$ cat config.mk
export PLATFORM = sky130hd
export DESIGN_NAME = seq_divider_flat
export DESIGN_NICKNAME = d
export VERILOG_FILES = /design/src/rtl/seq_divider_if.sv /design/src/rtl/seq_divider.sv /design/src/flat_wrapper.sv
export SDC_FILE = /design/constraint.sdc
export NUM_CORES = 1
export LEC_CHECK = 0
export CAP_MARGIN = 30
export CORE_ASPECT_RATIO = 0.5
export CORE_MARGIN = 4
export CORE_UTILIZATION = 61
export CTS_CLUSTER_SIZE = 12
export DETAILED_ROUTE_END_ITERATION = 7
export GPL_TIMING_DRIVEN = 1
export PLACE_DENSITY = 0.87
export SYNTH_ARGS = -nofsm -noshare
export SYNTH_HDL_FRONTEND = slang
export SYNTH_SLANG_ARGS = --single-unit
$ cat constraint.sdc
create_clock -name clk -period 36.3 [get_ports clk]
set_input_delay 5.445 -clock clk [delete_from_list [all_inputs] [get_ports clk]]
set_output_delay 5.445 -clock clk [all_outputs]
set_load 0.01 [all_outputs]
$ cat src/rtl/seq_divider_if.sv
// Start/busy/done handshake and operand/result bus between the issuing datapath and seq_divider.
interface seq_divider_if #(
    parameter int WIDTH = 32
);
    logic             start;
    logic             is_signed;
    logic [WIDTH-1:0] dividend;
    logic [WIDTH-1:0] divisor;
    logic [WIDTH-1:0] quotient;
    logic [WIDTH-1:0] remainder;
    logic             busy;
    logic             done;
    logic             div_zero;

    modport master (
        output start, is_signed, dividend, divisor,
        input  quotient, remainder, busy, done, div_zero
    );

    modport slave (
        input  start, is_signed, dividend, divisor,
        output quotient, remainder, busy, done, div_zero
    );
endinterface

$ cat src/rtl/seq_divider.sv
// Iterative restoring divider for DIV/DIVU: one quotient bit per cycle, trial subtract built
// from a ripple chain of 4-bit adder slices, sign fix-up in a final cycle.
module seq_divider_slice (
    input  logic [3:0] a_i,
    input  logic [3:0] b_i,
    input  logic       c_i,
    output logic [3:0] s_o,
    output logic       c_o
);
    logic [4:0] c;

    always_comb begin
        c[0] = c_i;
        for (int k = 0; k < 4; k++) begin
            s_o[k]   = a_i[k] ^ b_i[k] ^ c[k];
            c[k + 1] = (a_i[k] & b_i[k]) | (c[k] & (a_i[k] ^ b_i[k]));
        end
        c_o = c[4];
    end
endmodule

module seq_divider #(
    parameter int WIDTH = 32
) (
    input logic         clk,
    input logic         rst,
    seq_divider_if.slave bus
);
    localparam int CW  = $clog2(WIDTH) + 1;
    localparam int NSL = WIDTH / 4;

    typedef enum logic [1:0] {IDLE, ITER, FIX} state_t;

    state_t           state_q, state_d;
    logic [WIDTH-1:0] dvd_q, dvd_d;   // dividend magnitude, becomes the quotient as bits shift in
    logic [WIDTH-1:0] dvs_q, dvs_d;
    logic [WIDTH-1:0] rem_q, rem_d;
    logic [WIDTH-1:0] quo_q, quo_d;
    logic [WIDTH-1:0] rmd_q, rmd_d;
    logic [CW-1:0]    cnt_q, cnt_d;
    logic             sgnq_q, sgnq_d, sgnr_q, sgnr_d, dz_q, dz_d;
    logic             done_q, done_d, dzo_q, dzo_d;

    // Partial remainder after the shift is WIDTH+1 bits; its top bit joins the slice carry below.
    logic [WIDTH:0]   shifted;
    logic [WIDTH-1:0] trial;
    logic [NSL:0]     carry;
    logic             no_borrow;

    assign shifted  = {rem_q, dvd_q[WIDTH-1]};
    assign carry[0] = 1'b1;

    for (genvar g = 0; g < NSL; g++) begin : g_slice
        seq_divider_slice u_slice (
            .a_i (shifted[4*g +: 4]),
            .b_i (~dvs_q[4*g +: 4]),
            .c_i (carry[g]),
            .s_o (trial[4*g +: 4]),
            .c_o (carry[g+1])
        );
    end

    assign no_borrow = shifted[WIDTH] | carry[NSL];

    always_ff @(posedge clk or posedge rst) begin
        if (rst) begin
            state_q <= IDLE;
            dvd_q   <= '0;
            dvs_q   <= '0;
            rem_q   <= '0;
            quo_q   <= '0;
            rmd_q   <= '0;
            cnt_q   <= '0;
            sgnq_q  <= 1'b0;
            sgnr_q  <= 1'b0;
            dz_q    <= 1'b0;
            done_q  <= 1'b0;
            dzo_q   <= 1'b0;
        end else begin
            state_q <= state_d;
            dvd_q   <= dvd_d;
            dvs_q   <= dvs_d;
            rem_q   <= rem_d;
            quo_q   <= quo_d;
            rmd_q   <= rmd_d;
            cnt_q   <= cnt_d;
            sgnq_q  <= sgnq_d;
            sgnr_q  <= sgnr_d;
            dz_q    <= dz_d;
            done_q  <= done_d;
            dzo_q   <= dzo_d;
        end
    end

    always_comb begin
        state_d = state_q;
        case (state_q)
            IDLE:    if (bus.start) state_d = ITER;
            ITER:    if (cnt_q == CW'(WIDTH - 1)) state_d = FIX;
            FIX:     state_d = IDLE;
            default: state_d = IDLE;
        endcase
    end

    always_comb begin
        dvd_d  = dvd_q;
        dvs_d  = dvs_q;
        rem_d  = rem_q;
        quo_d  = quo_q;
        rmd_d  = rmd_q;
        cnt_d  = cnt_q;
        sgnq_d = sgnq_q;
        sgnr_d = sgnr_q;
        dz_d   = dz_q;
        done_d = 1'b0;
        dzo_d  = dzo_q;
        case (state_q)
            IDLE: if (bus.start) begin
                sgnq_d = bus.is_signed & (bus.dividend[WIDTH-1] ^ bus.divisor[WIDTH-1]);
                sgnr_d = bus.is_signed & bus.dividend[WIDTH-1];
                dvd_d  = (bus.is_signed & bus.dividend[WIDTH-1]) ? -bus.dividend : bus.dividend;
                dvs_d  = (bus.is_signed & bus.divisor[WIDTH-1])  ? -bus.divisor  : bus.divisor;
                dz_d   = (bus.divisor == '0);
                rem_d  = '0;
                cnt_d  = '0;
            end
            ITER: begin
                rem_d = no_borrow ? trial : shifted[WIDTH-1:0];
                dvd_d = {dvd_q[WIDTH-2:0], no_borrow};
                cnt_d = cnt_q + CW'(1);
            end
            FIX: begin
                // Divide-by-zero forces an all-ones quotient regardless of the sign fix-up.
                quo_d  = dz_q ? '1 : (sgnq_q ? -dvd_q : dvd_q);
                rmd_d  = sgnr_q ? -rem_q : rem_q;
                done_d = 1'b1;
                dzo_d  = dz_q;
            end
            default: ;
        endcase
    end

    assign bus.busy      = (state_q != IDLE);
    assign bus.quotient  = quo_q;
    assign bus.remainder = rmd_q;
    assign bus.done      = done_q;
    assign bus.div_zero  = dzo_q;
endmodule
$ cat src/flat_wrapper.sv
// flat-port wrapper written by rule: the top's interface ports become plain ports
module seq_divider_flat 
#(
    parameter int WIDTH = 32
)
  (clk, rst, bus_start, bus_is_signed, bus_dividend, bus_divisor, bus_quotient, bus_remainder, bus_busy, bus_done, bus_div_zero);
  seq_divider_if #(.WIDTH(WIDTH)) bus_i ();
  input logic clk;
  input logic rst;
  input wire logic [$bits(bus_i.start)-1:0] bus_start;
  input wire logic [$bits(bus_i.is_signed)-1:0] bus_is_signed;
  input wire logic [$bits(bus_i.dividend)-1:0] bus_dividend;
  input wire logic [$bits(bus_i.divisor)-1:0] bus_divisor;
  output wire logic [$bits(bus_i.quotient)-1:0] bus_quotient;
  output wire logic [$bits(bus_i.remainder)-1:0] bus_remainder;
  output wire logic [$bits(bus_i.busy)-1:0] bus_busy;
  output wire logic [$bits(bus_i.done)-1:0] bus_done;
  output wire logic [$bits(bus_i.div_zero)-1:0] bus_div_zero;
  assign bus_i.start = bus_start;
  assign bus_i.is_signed = bus_is_signed;
  assign bus_i.dividend = bus_dividend;
  assign bus_i.divisor = bus_divisor;
  assign bus_quotient = bus_i.quotient;
  assign bus_remainder = bus_i.remainder;
  assign bus_busy = bus_i.busy;
  assign bus_done = bus_i.done;
  assign bus_div_zero = bus_i.div_zero;
  seq_divider #(.WIDTH(WIDTH)) u_core (.clk(clk), .rst(rst), .bus(bus_i));
endmodule
Yosys cells after proc, flatten, opt, wreduce, memory -nomap -nowiden --
Cells that the tools add are included.
Operators by class: add/sub/neg operators 5, equal/unequal tests 5, multiplexer cells 16, bitwise gates (word level) 172, reductions and logical operators 7
Operator list (count):
- 2-to-1 mux 32 bit | 8
- negation 32 bit | 4
- one-hot mux 32 bit (2 select lines) | 2
- bitwise AND 1 bit | 66
- bitwise XOR 1 bit | 64
- OR 1 bit | 33
- logical NOT 32 bit | 1
- inverter 4 bit | 8
- one-hot mux 6 bit (2 select lines) | 1
- adder 6 x 1 -> 6 bit (second input constant) | 1
- == test 6 x 5 -> 1 bit (second input constant) | 1
- 2-to-1 mux 6 bit | 1
- AND reduction 2 bit | 3
- 2-to-1 mux 2 bit | 2
- one-hot mux 2 bit (2 select lines) | 1
- nonzero test 2 bit | 2
- == test 2 x 1 -> 1 bit (second input constant) | 1
- == test 2 bit (second input constant) | 1
- logical NOT 2 bit | 1
- inequality test 2 x 1 -> 1 bit (second input constant) | 1
- inequality test 2 bit (second input constant) | 1
- 2-to-1 mux 1 bit | 1
- inverter 1 bit | 1
Word-level totals: flip-flop bits (word level) 173, bits of input ports 68, output and inout port bits 67, logic and storage cells 217

Logic depth before layout (Yosys ltp) --
Gate-level depths: netlist (run 1).
word-level depth 68, mapped depth 43, gate-level depth less buffers 42

Cells and area by module --
Synthesis (run 1) repeated with hierarchy kept, for this count alone.
Second synthesis, totals: cells, all modules 1204, area total of the unflattened synthesis 10684.0 sq um
By module, submodules not included:
- seq_divider | times used 1, cells an instance 1092, area each 9743.1 sq um, seq. area each 4329.2 sq um
- seq_divider_slice | times used 8, cells an instance 14, area each 117.6 sq um, seq. area each 0.0 sq um

Worst setup path before layout (run 1) --
OpenSTA, ideal clock, no wires.
kind reg-to-reg, start reg u_core.dvd_q[31], end reg u_core.rem_q[4], library setup time 0.134 ns, data arrival time 13.036 ns, required time 36.166 ns, setup slack 23.130 ns, cell stages (with the launch flop) 43, path buffers 1, cell sequence dfrtp_1 inv_1 ha_1 inv_1 fa_1 inv_1 fa_1 inv_1 fa_1 fa_1 fa_1 fa_1 fa_1 fa_1 fa_1 fa_1 fa_1 fa_1 [... 7 more ...] fa_1 fa_1 fa_1 fa_1 fa_1 fa_1 fa_1 fa_1 fa_1 inv_1 fa_1 fa_1 inv_1 fa_1 nor2_1 buf_2 mux2i_1 o21ai_0
On the way: longest elaborated chain between the ends 67, elaborated cells between the ends (all ways) 69, classes of those cells 2 x mux; 67 x bitwise
Ends and longest elaborated chain:
- start, declared | RTL line seq_divider.sv:35 | logic [WIDTH-1:0] dvd_q, dvd_d;
- start signal, assigned | RTL line seq_divider.sv:81 | dvd_q <= dvd_d;
- bitwise AND 1 bit or bitwise XOR 1 bit (tied branches) | RTL line seq_divider.sv:16 | c[k + 1] = (a_i[k] & b_i[k]) | (c[k] & (a_i[k] ^ b_i[k]));
- OR 1 bit (*) | RTL line seq_divider.sv:16
- bitwise AND 1 bit (*) | RTL line seq_divider.sv:16
- OR 1 bit (*) | RTL line seq_divider.sv:16
- bitwise AND 1 bit (*) | RTL line seq_divider.sv:16
- OR 1 bit (*) | RTL line seq_divider.sv:16
- bitwise AND 1 bit (*) | RTL line seq_divider.sv:16
- OR 1 bit (*) | RTL line seq_divider.sv:16
- [... 51 more ...]
- OR 1 bit | RTL line seq_divider.sv:16
- bitwise AND 1 bit | RTL line seq_divider.sv:16
- OR 1 bit | RTL line seq_divider.sv:16
- bitwise AND 1 bit | RTL line seq_divider.sv:16
- OR 1 bit | RTL line seq_divider.sv:16
- OR 1 bit | RTL line seq_divider.sv:63 | assign no_borrow = shifted[WIDTH] | carry[NSL];
- 2-to-1 mux 32 bit (*) | RTL line seq_divider.sv:128 | rem_d = no_borrow ? trial : shifted[WIDTH-1:0];
- one-hot mux 32 bit (2 select lines) (*) | RTL line seq_divider.sv:117 | case (state_q)
- end signal, assigned | RTL line seq_divider.sv:83 | rem_q <= rem_d;
- end, declared | RTL line seq_divider.sv:37 | logic [WIDTH-1:0] rem_q, rem_d;
Mark *: on every way between the ends. The rest lies on a longest branch, timed or not. A chain may end at the register's enable or synchronous reset.

Worst setup path in the final report (run 1) --
start reg u_core.dvd_q[31], end reg u_core.rem_q[28]
On the way: longest elaborated chain between the ends 67, elaborated cells between the ends (all ways) 69, classes of those cells 2 x mux; 67 x bitwise
Ends and longest elaborated chain (RTL line):
- bitwise AND 1 bit or bitwise XOR 1 bit (tied branches) | seq_divider.sv:16
- OR 1 bit (*) | seq_divider.sv:16
- bitwise AND 1 bit (*) | seq_divider.sv:16
- OR 1 bit (*) | seq_divider.sv:16
- bitwise AND 1 bit (*) | seq_divider.sv:16
- OR 1 bit (*) | seq_divider.sv:16
- bitwise AND 1 bit (*) | seq_divider.sv:16
- OR 1 bit (*) | seq_divider.sv:16
- [... 51 more ...]
- OR 1 bit | seq_divider.sv:16
- bitwise AND 1 bit | seq_divider.sv:16
- OR 1 bit | seq_divider.sv:16
- bitwise AND 1 bit | seq_divider.sv:16
- OR 1 bit | seq_divider.sv:16
- OR 1 bit | seq_divider.sv:63
- 2-to-1 mux 32 bit (*) | seq_divider.sv:128
- one-hot mux 32 bit (2 select lines) (*) | seq_divider.sv:117
Marked as above.

==> reports/qor.csv, run 1 <==
metric;value;unit
status;finished, final reports clean;
RePlAce Congestion;0.9341;
P_leak;4.881;nW
worst endpoint data arrival time;14.29;ns
Sink Count;173;
Initial Util;63.09;%
clock buffer depth;2;
PostCTS Resize Cnt;0;
total power;0.8699;mW
Most Frequent Cell on Critical Path;fa_1;
DP Worst Slack;22.63;ns
per-cell routed wire length;19.24;um
type of the worst setup path;flop to flop;
worst r2r src;u_core.dvd_q[31];
CP max stage delay;0.62;ns
met1 usage;38.82;%
dpl cells;1446;
vias per std cell;6.298;
post-synth cell types;60;
Die Wd;193.5;um
Post-synth ARST share;100.0;%
Worst slew margin;32.78;%
setup_tns;0;ns
CORE AREA;16640;um2
met2 usage;49.76;%
initial antenna violation count;0;
hold crit path type;flop to flop;
Ys Warns;0;
syn nets;1256;
fmax;71.51;MHz
die height;100.8;um
worst clock skew;0.006753;ns
commonest non-fill, non-tap cell in the layout;dfrtp_1;
global-route wire length before repair;47020;um
Main synth FF type;dfrtp_1;
gr usage total;29.68;%
dpl hpwl;19680;um
CTS Root Cell;clkbuf_16;
crit path max fanout;21;
GR Overflow Total;0;
setup bufs post-CTS;0;
Final Cycle Share;38.52;%
Detail Route Antenna Nets;0;
R2R cell count;42;
Starting DRT DRC Count;833;
WL final;28490;um
Final Hold Vio Count;0;
Gate Count Post-Synth;1151;
Area growth syn-to-layout;20.60;%
# hold bufs at CTS;0;
n_diodes;0;
pin count of the biggest net entering global routing;96;
GR peak layer;met2;
via count;9327;
met3 GRT Util;5.543;%
r2r setup slk;22.32;ns
# nets final;1346;
commonest non-fill, non-tap cells in the layout;173 x dfrtp_1, 134 x clkdlybuf4s50_1, 131 x nand2_1;
Final Slew Violations;0;
Synth Register Bits;173;
final worst slack;22.32;ns
Reg clk slew, reported paths;0.07;ns
Largest delay share family, worst path;adder cells;
Cell Pwr Density;68.72;nW/um2
non-filler cells, final;1481;
vias in the first global route;9393;
worst path required time;36.60;ns
I/O pin count;135;
sequential-to-total area share from yosys stat;41.24;%
drt pass-1 iters;6;
Clock Latency Late Sink;0.44;ns
Mapped Avg Cell Area;9.120;um2
Hold Path End;u_core.bus.remainder[2];
Hold Path Stages;2;
Mapped Area;10500;um2
RSZ-0062 raised after global routing;false;
Worst Setup End Kind;flop;
crit path launch type;flop;
Worst-Margin Slew;0.9991;ns
# setup viols final;0;
# DRC;0;
CTS H-tree depth;4;
input/output buffers;134;
minimum clock period;13.98;ns
R2R Path End;u_core.rem_q[28];
number of enable flip-flop cells after synthesis;0;
Max-cap violations;0;
WP buf/inv;7;
slowest CP cell;nor2_4;
clock buffer count from CTS;17;
TritonCTS clock tree;built;
HP Start;u_core.bus.remainder[2];
cell row count;33;
die area;19500;um2
worst vdd ir;0.05190;mV
share of cells above drive strength 1;5.821;%
==> sequential cells by signal, summed over array words and instances (netlist names) <==
register and count:
u_core.rem_q 32, u_core.sgnq_q 1, u_core.dz_q 1, u_core.bus.done 1, u_core.dvd_q 32, u_core.bus.remainder 32
u_core.bus.div_zero 1, u_core.sgnr_q 1, u_core.cnt_q 6, u_core.dvs_q 32, u_core.state_q 2, u_core.bus.quotient 32
==> how the worst max path moves through the flow <==
stage,to,startpoint,slack (ns),cells past startpoint
2_1_floorplan,u_core.rem_q[4],u_core.dvd_q[31],23.13,42
3_3_place_gp,u_core.rem_q[16],u_core.dvd_q[31],22.68,41
3_5_place_dp,u_core.rem_q[20],u_core.dvd_q[31],22.63,42
4_1_cts,u_core.rem_q[28],u_core.dvd_q[31],22.45,42
5_1_grt,u_core.rem_q[28],u_core.dvd_q[31],21.91,42
6_report,u_core.rem_q[28],u_core.dvd_q[31],22.32,42
==> worst reg2reg max path, delay by kind of cell (launching register included) <==
kind                     cells  cell delay, ns
adder cells (fa/ha/maj)     32           11.82
buffers and inverters        7            0.63
AND/OR/NAND/NOR              1            0.62
flip-flops                   1            0.45
multiplexers                 1            0.21
AO/OA/AOI/OAI                1            0.12
==> where the power goes <==
part,switching [mW],internal [mW]
clock network,0.0827,0.111
registers,0.0957,0.248
logic,0.179,0.154
total,0.358,0.512
==> per-stage QoR <==
stage	hold WS [ns]	utilization (%)	instance area [um2]
final	0.4798	76.08	12660
after global routing	0.4970	76.08	12660
after CTS	0.4856	75.70	12600
after detailed placement	0.4693	72.05	11990
after global placement	0.4547	71.60	11910
after floorplan	0.4484	-	10500
==> cell families (layout without fill, tap and decap cells) <==
logic type / after synthesis / in the layout / synth area share [%]
xor+xnor: 99 / 99 / 8.260
buf+inv: 125 / 228 / 4.553
flops: 173 / 173 / 41.24
compound gates: 307 / 307 / 17.97
fa+ha+maj: 37 / 37 / 6.627
simple gates: 369 / 369 / 17.44
mux: 41 / 41 / 3.909
==> cell type report <==
class / instances / area (um2)
multi-input cells: 853 / 5718
flip-flops and latches: 173 / 4329
fillers: 1095 / 3980
repair buffers: 147 / 1531
clock buffers: 19 / 442.9
well taps: 227 / 284.0
inverters: 49 / 188.9
clock inverters: 13 / 165.2
==> routing by layer <==
metal,vias to the layer above,wire (um)
met4,0,949
met5,-,0
met3,86,2047
li1,4265,-
met2,449,13900
met1,4527,11590
==> synthesized netlist by cell type, types with 2 or more instances <==
master / count / area [um2]
nor3_2: 3 / 30.03
a31oi_1: 14 / 87.58
o31ai_1: 27 / 202.7
nand3_1: 46 / 230.2
nor4_1: 20 / 125.1
xnor2_1: 33 / 289.0
nand2b_1: 9 / 56.30
a41oi_1: 3 / 26.28
or3_1: 8 / 50.05
ha_1: 6 / 75.07
fa_1: 31 / 620.6
or4_1: 10 / 75.07
buf_2: 7 / 35.03
nand4_1: 9 / 56.30
nor4_2: 5 / 62.56
nor3b_1: 3 / 22.52
buf_1: 6 / 22.52
and2_1: 4 / 25.02
a211oi_1: 4 / 30.03
inv_1: 48 / 180.2
nor2b_1: 3 / 18.77
nor3_1: 15 / 75.07
or2_2: 4 / 25.02
o41ai_1: 16 / 140.1
o21ai_1: 14 / 70.07
nor2_1: 83 / 311.6
clkbuf_1: 63 / 236.5
a22oi_1: 30 / 225.2
nand4b_1: 3 / 26.28
nand2_1: 132 / 495.5
o32a_1: 3 / 30.03
or4_4: 2 / 22.52
o211ai_1: 15 / 112.6
a21oi_1: 47 / 235.2
xor2_1: 66 / 578.1
o21ai_0: 122 / 610.6
mux2i_1: 41 / 410.4
nor4b_1: 2 / 17.52
dfrtp_1: 173 / 4329
Note: power is estimated with default switching activity, not from simulation.
==> inputs of run 2 (changes only) <==
Settings changed: CORE_UTILIZATION 61 to 56, PLACE_DENSITY 0.87 to 0.81.
Clock period 36.3 ns to 14.5 ns, I/O delays scaled along.
==> run 2 against run 1 <==
Effect of this change: non-clock buffer count down 1; register-to-register slack worse by 22 ns; highest routed layer unchanged; clock-buffer cell count up 2; die area up 8.4%; clock skew up 0.0030 ns; critical endpoint is now u_core.rem_q[16]; sequential power rose to 2.5 times the previous value; critical path type unchanged; sequential share of layout area up 0.088 points; final cell count up 0.81%; sequential cell count unchanged; fmax up 0.37%; largest cell class unchanged.
==> reports/qor.csv, run 2 (synthesis gave the netlist of run 1 again) <==
metric;value;unit;change
minimum clock period;13.93;ns;-0.05217 ns
Die Wd;201.6;um;+4.2%
Hold Path Stages;2;;unchanged
fmax;71.78;MHz;+0.37%
WL final;27640;um;-3.0%
clock power share;22.1;%;about the same
cell row count;35;;+6.1%
# DRC;0;;unchanged
CTS H-tree depth;4;;unchanged
PostCTS Resize Cnt;0;;unchanged
global-route wire length before repair;45870;um;-2.4%
drt pass-1 iters;6;;unchanged
Reg clk slew, reported paths;0.06;ns;about the same
Worst Setup End Kind;flop;;
initial antenna violation count;0;;unchanged
P_leak;4.866;nW;-0.29%
worst r2r src;u_core.dvd_q[31];;
worst clock skew;0.009722;ns;+0.002969 ns
Core Util, Final;68.65;%;-7.4 points
Worst-Margin Slew;0.9711;ns;-0.02799 ns
# setup viols final;0;;unchanged
vias per std cell;6.167;;-2.1%
Net Sw Frac;40.82;%;-0.29 points
Psw;0.8713;mW;+140%
setup_tns;0;ns;unchanged
worst path required time;14.79;ns;-21.81 ns
Detail Route Antenna Nets;0;;unchanged
vias in the first global route;9099;;-3.1%
GR Overflow Total;0;;unchanged
clock buffer depth;2;;unchanged
Cell Pwr Density;169.0;nW/um2;+150%
Worst slew margin;35.26;%;+2.5 points
# hold bufs at CTS;0;;unchanged
pin count of the biggest net entering global routing;88;;-8.3%
CORE AREA;18390;um2;+11%
die height;104.8;um;+4.0%
share of cells above drive strength 1;5.746;%;-0.075 points
I/O pin count;135;;unchanged
multi-input gate area in the final layout;5718;um2;unchanged
per-cell routed wire length;18.51;um;-3.8%
Area growth syn-to-layout;20.29;%;
RePlAce Congestion;0.9545;;+2.2%
dpl hpwl;19280;um;-2.0%
Sink Count;173;;unchanged
crit path launch type;flop;;
Most Frequent Cell on Critical Path;fa_1;;
Initial Util;57.07;%;-6.0 points
Seq pwr share;40.4;%;+0.9 points
Starting DRT DRC Count;642;;-23%
Final Hold Vio Count;0;;unchanged
worst vdd ir;0.1458;mV;+180%
fillers;1433;;+31%
via count;9207;;-1.3%
r2r setup slk;0.57;ns;-21.75 ns
status;finished, final reports clean;;
worst endpoint data arrival time;14.22;ns;-0.07 ns
slowest CP cell;buf_4;;
Max-cap violations;0;;unchanged
CTS Root Cell;clkbuf_16;;
commonest non-fill, non-tap cell in the layout;dfrtp_1;;
die area;21130;um2;+8.4%
Logic pwr share;37.5;%;-0.8 points
TritonCTS clock tree;built;;
setup bufs post-CTS;0;;unchanged
n_diodes;0;;unchanged
R2R Path End;u_core.rem_q[16];;
total power;2.134;mW;+150%
crit path max fanout;33;;+57%
Final Cycle Share;96.08;%;+58 points
type of the worst setup path;flop to flop;;
R2R cell count;42;;unchanged
hold crit path type;flop to flop;;
Internal Power;1.263;mW;+150%
Hold Slack;0.4767;ns;-0.003147 ns
Critical Path Start;u_core.dvd_q[31];;
commonest non-fill, non-tap cells in the layout;173 x dfrtp_1, 134 x clkdlybuf4s50_1, 131 x nand2_1;;
clock buffer count from CTS;17;;unchanged
RSZ-0062 raised after global routing;false;;
CP max stage delay;0.47;ns;-0.15 ns
Final Slew Violations;0;;unchanged
final worst slack;0.5680;ns;-21.75 ns
input/output buffers;134;;unchanged
Clock Latency Late Sink;0.43;ns;about the same
Worst Setup EP;u_core.rem_q[16];;
DP Worst Slack;0.8923;ns;-21.74 ns
gr usage total;26.54;%;-3.1 points
Reg area;4329;um2;unchanged
# nets final;1345;;-0.074%
run 2: changes by cell type in the layout (fill, tap and decap cells not counted):
cell | previous run | this run
bufinv_16 | 3 | 2
clkinv_2 | 2 | 1
clkinv_4 | 2 | 4
clkinvlp_4 | 4 | 2
clkbuf_8 | 1 | 3
buf_6 | 0 | 1
buf_16 | 4 | 2
run 2: final cells by class:
cell class,instances,share of cell area (%)
clock buffer,21,3.726
clock inverter,11,1.050
inverter,49,1.496
multi-input combinational,853,45.28
sequential,173,34.28
tap,240,2.378
timing repair buffer,146,11.78
run 2: critical path, delay by kind of cell, from the launching register on:
| kind | cells | cell delay (ns) |
|---|---|---|
| adders and majority gates | 32 | 11.92 |
| buffers and inverters | 7 | 0.86 |
| DFF | 1 | 0.43 |
| muxes | 1 | 0.25 |
| and+or+nand+nor | 1 | 0.16 |
| AOI/OAI and AO/OA | 1 | 0.12 |
run 2: per-layer routing:
metal | wire length, um | global-route usage (%) | up-vias
met5 | 0 | 0 | -
met2 | 13540 | 44.02 | 368
met1 | 11550 | 35.45 | 4522
met3 | 1894 | 5.519 | 60
li1 | - | - | 4257
met4 | 654 | 8.236 | 0
run 2: worst min path at each step:
stage	start	endpoint
5_1_grt	u_core.bus.quotient[5]	u_core.bus.quotient[5]
4_1_cts	u_core.bus.quotient[0]	u_core.bus.quotient[0]
3_5_place_dp	u_core.bus.quotient[5]	u_core.bus.quotient[5]
3_3_place_gp	u_core.bus.remainder[19]	u_core.bus.remainder[19]
6_report	u_core.bus.quotient[0]	u_core.bus.quotient[0]
2_1_floorplan	u_core.cnt_q[5]	u_core.cnt_q[5]
run 2: power groups by stage:
stage	registers [mW]	clock network (mW)	logic [mW]
final	0.862	0.472	0.800
after global routing	0.883	0.498	0.917
after CTS	0.855	0.475	0.802
after detailed placement	0.859	0	0.779
after global placement	0.852	0	0.722
after floorplan	0.761	0	0.625
run 2: per-stage QoR:
step                      cell area, um2  cells
after floorplan                    10500   1151
after global placement             11940   1457
after detailed placement           12020   1461
after CTS                          12630   1493
after global routing               12630   1493
final                              12630   1493
==> inputs of run 3 (changes only) <==
Settings changed: GPL_TIMING_DRIVEN 1 to 0, SKIP_LAST_GASP from default to 1.
==> run 3 against run 2 <==
Effect of this change: non-clock buffer count grew 65; sequential share of layout area down 0.45 points; via count rose by 5.2%; routed wire length increased by 11%; setup slack got worse by 0.016 ns; largest cell class unchanged; sequential power down 4.3%.
==> reports/qor.csv, run 3 (synthesis gave the netlist of run 1 again) <==
metric;value;unit;change
Seq pwr share;38.1;%;-2.3 points
WL final;30680;um;+11%
setup_tns;0;ns;unchanged
die area;21130;um2;unchanged
per-cell routed wire length;19.68;um;+6.3%
RePlAce Congestion;0.9522;;-0.24%
Largest delay share family, worst path;adder cells;;
multi-input gate area in the final layout;5698;um2;-0.35%
pin count of the biggest net entering global routing;112;;+27%
Reg clk slew, reported paths;0.07;ns;about the same
Sink Count;173;;unchanged
CORE AREA;18390;um2;unchanged
share of cells above drive strength 1;4.780;%;-0.97 points
commonest non-fill, non-tap cell in the layout;dfrtp_1;;
# setup viols final;0;;unchanged
Starting DRT DRC Count;937;;+46%
Critical Path Start;u_core.dvd_q[31];;
dpl hpwl;22490;um;+17%
Initial Util;57.07;%;unchanged
Area growth syn-to-layout;21.88;%;
CTS Root Cell;clkbuf_16;;
crit path max fanout;10;;-70%
setup bufs post-CTS;0;;unchanged
Most Frequent Cell on Critical Path;fa_1;;
TritonCTS clock tree;built;;
Net Sw Frac;41.32;%;+0.49 points
Cell Pwr Density;169.1;nW/um2;about the same
# nets final;1410;;+4.8%
Clock Latency Late Sink;0.44;ns;about the same
HP Start;u_core.bus.quotient[0];;
RSZ-0062 raised after global routing;false;;
slowest CP cell;dfrtp_1;;
status;finished, final reports clean;;
worst r2r src;u_core.dvd_q[31];;
global-route wire length before repair;50210;um;+9.5%
via count;9682;;+5.2%
commonest non-fill, non-tap cells in the layout;173 x dfrtp_1, 134 x clkdlybuf4s50_1, 132 x nand2_1;;
worst vdd ir;0.09936;mV;-32%
crit path launch type;flop;;
vias in the first global route;9535;;+4.8%
# DRC;0;;unchanged
gr usage total;29.36;%;+2.8 points
Reg area;4329;um2;unchanged
drt pass-1 iters;6;;unchanged
die height;104.8;um;unchanged
clock buffer depth;2;;unchanged
Final Instance Area;12790;um2;+1.3%
worst clock skew;0.008386;ns;-0.001336 ns
clock power share;22.4;%;+0.3 points
Core Util, Final;69.56;%;+0.91 points
Internal Power;1.270;mW;+0.53%
Psw;0.8940;mW;+2.6%
WP buf/inv;7;;unchanged
type of the worst setup path;flop to flop;;
Placement Cell Area;12170;um2;+1.2%
hold crit path type;flop to flop;;
fmax;71.70;MHz;-0.11%
Final Hold Vio Count;0;;unchanged
Final Slew Violations;0;;unchanged
worst endpoint data arrival time;14.23;ns;about the same
fillers;1432;;-0.070%
CP max stage delay;0.45;ns;-0.02 ns
Worst Setup End Kind;flop;;
CTS H-tree depth;4;;unchanged
I/O pin count;135;;unchanged
input/output buffers;134;;unchanged
Worst-Margin Slew;0.8620;ns;-0.1091 ns
Detail Route Antenna Nets;0;;unchanged
Worst slew margin;42.00;%;+6.7 points
Die Wd;201.6;um;unchanged
vias per std cell;6.210;;+0.71%
worst path required time;14.78;ns;about the same
initial antenna violation count;0;;unchanged
Final Cycle Share;96.19;%;+0.11 points
clock buffer count from CTS;17;;unchanged
P_leak;4.917;nW;+1.0%
minimum clock period;13.95;ns;+0.01577 ns
cell row count;35;;unchanged
Logic pwr share;39.4;%;+1.9 points
GR Overflow Total;0;;unchanged
Max-cap violations;0;;unchanged
run 3: worst paths after layout:
check / end / cells after the start / slack [ns]
worst min-delay path: u_core.bus.quotient[0] / 2 / 0.47
worst min register to register: u_core.bus.quotient[0] / 2 / 0.47
worst max register to register: u_core.rem_q[10] / 42 / 0.55
worst max-delay path: u_core.rem_q[10] / 42 / 0.55
min in group asynchronous: u_core.bus.remainder[9] / 2 / 2.17
max in group asynchronous: u_core.dvd_q[12] / 3 / 11.44
run 3: power groups by stage:
stage	Combinational [mW]	Sequential, mW	Clock, mW
final	0.853	0.825	0.485
after global placement	0.780	0.819	0
after detailed placement	0.829	0.824	0
after CTS	0.846	0.819	0.485
after global routing	0.971	0.846	0.508
after floorplan	0.625	0.761	0
run 3: cell type report:
class                   count  share of cell area [%]
clock inverters            15                   1.447
well taps                 240                   2.347
inverters                  49                   1.496
multi-input cells         853                   44.53
repair buffers            135                   10.70
flip-flops and latches    173                   33.84
plain buffers              76                   2.298
diodes                      1                 0.01956
clock buffers              17                   3.325
run 3: worst reg2reg max path: cells and delay by family, from the launching register on:
family          cells  cell delay [ns]
fa+ha+maj          32            11.84
buf+inv             7             0.83
flops               1             0.45
simple gates        1             0.31
mux                 1             0.27
compound gates      1             0.13
run 3: what timing repair did:
action,in CTS,in global routing
gates resized for setup,0,2
hold buffers,0,0
setup endpoints to repair,0,26
run 3: routing by layer:
layer / routed length [um] / vias to the layer above / part of all wire (%) / global-route usage, %
met2: 14270 / 431 / 47 / 46.76
li1: - / 4401 / - / -
met5: 0 / - / 0 / 0
met1: 13650 / 4788 / 44 / 41.43
met3: 2077 / 62 / 6.8 / 5.705
met4: 683 / 0 / 2.2 / 8.382
run 3: per-stage QoR:
stage	worst slack, ns	cells	hold slack (ns)	power (mW)
floorplan	1.330	1151	0.4484	1.386
global placement	0.6705	1525	0.4639	1.599
detailed placement	0.4753	1526	0.4596	1.653
CTS	0.2074	1558	0.4749	2.150
global route	0.07281	1558	0.5076	2.325
finish	0.5522	1559	0.4717	2.164
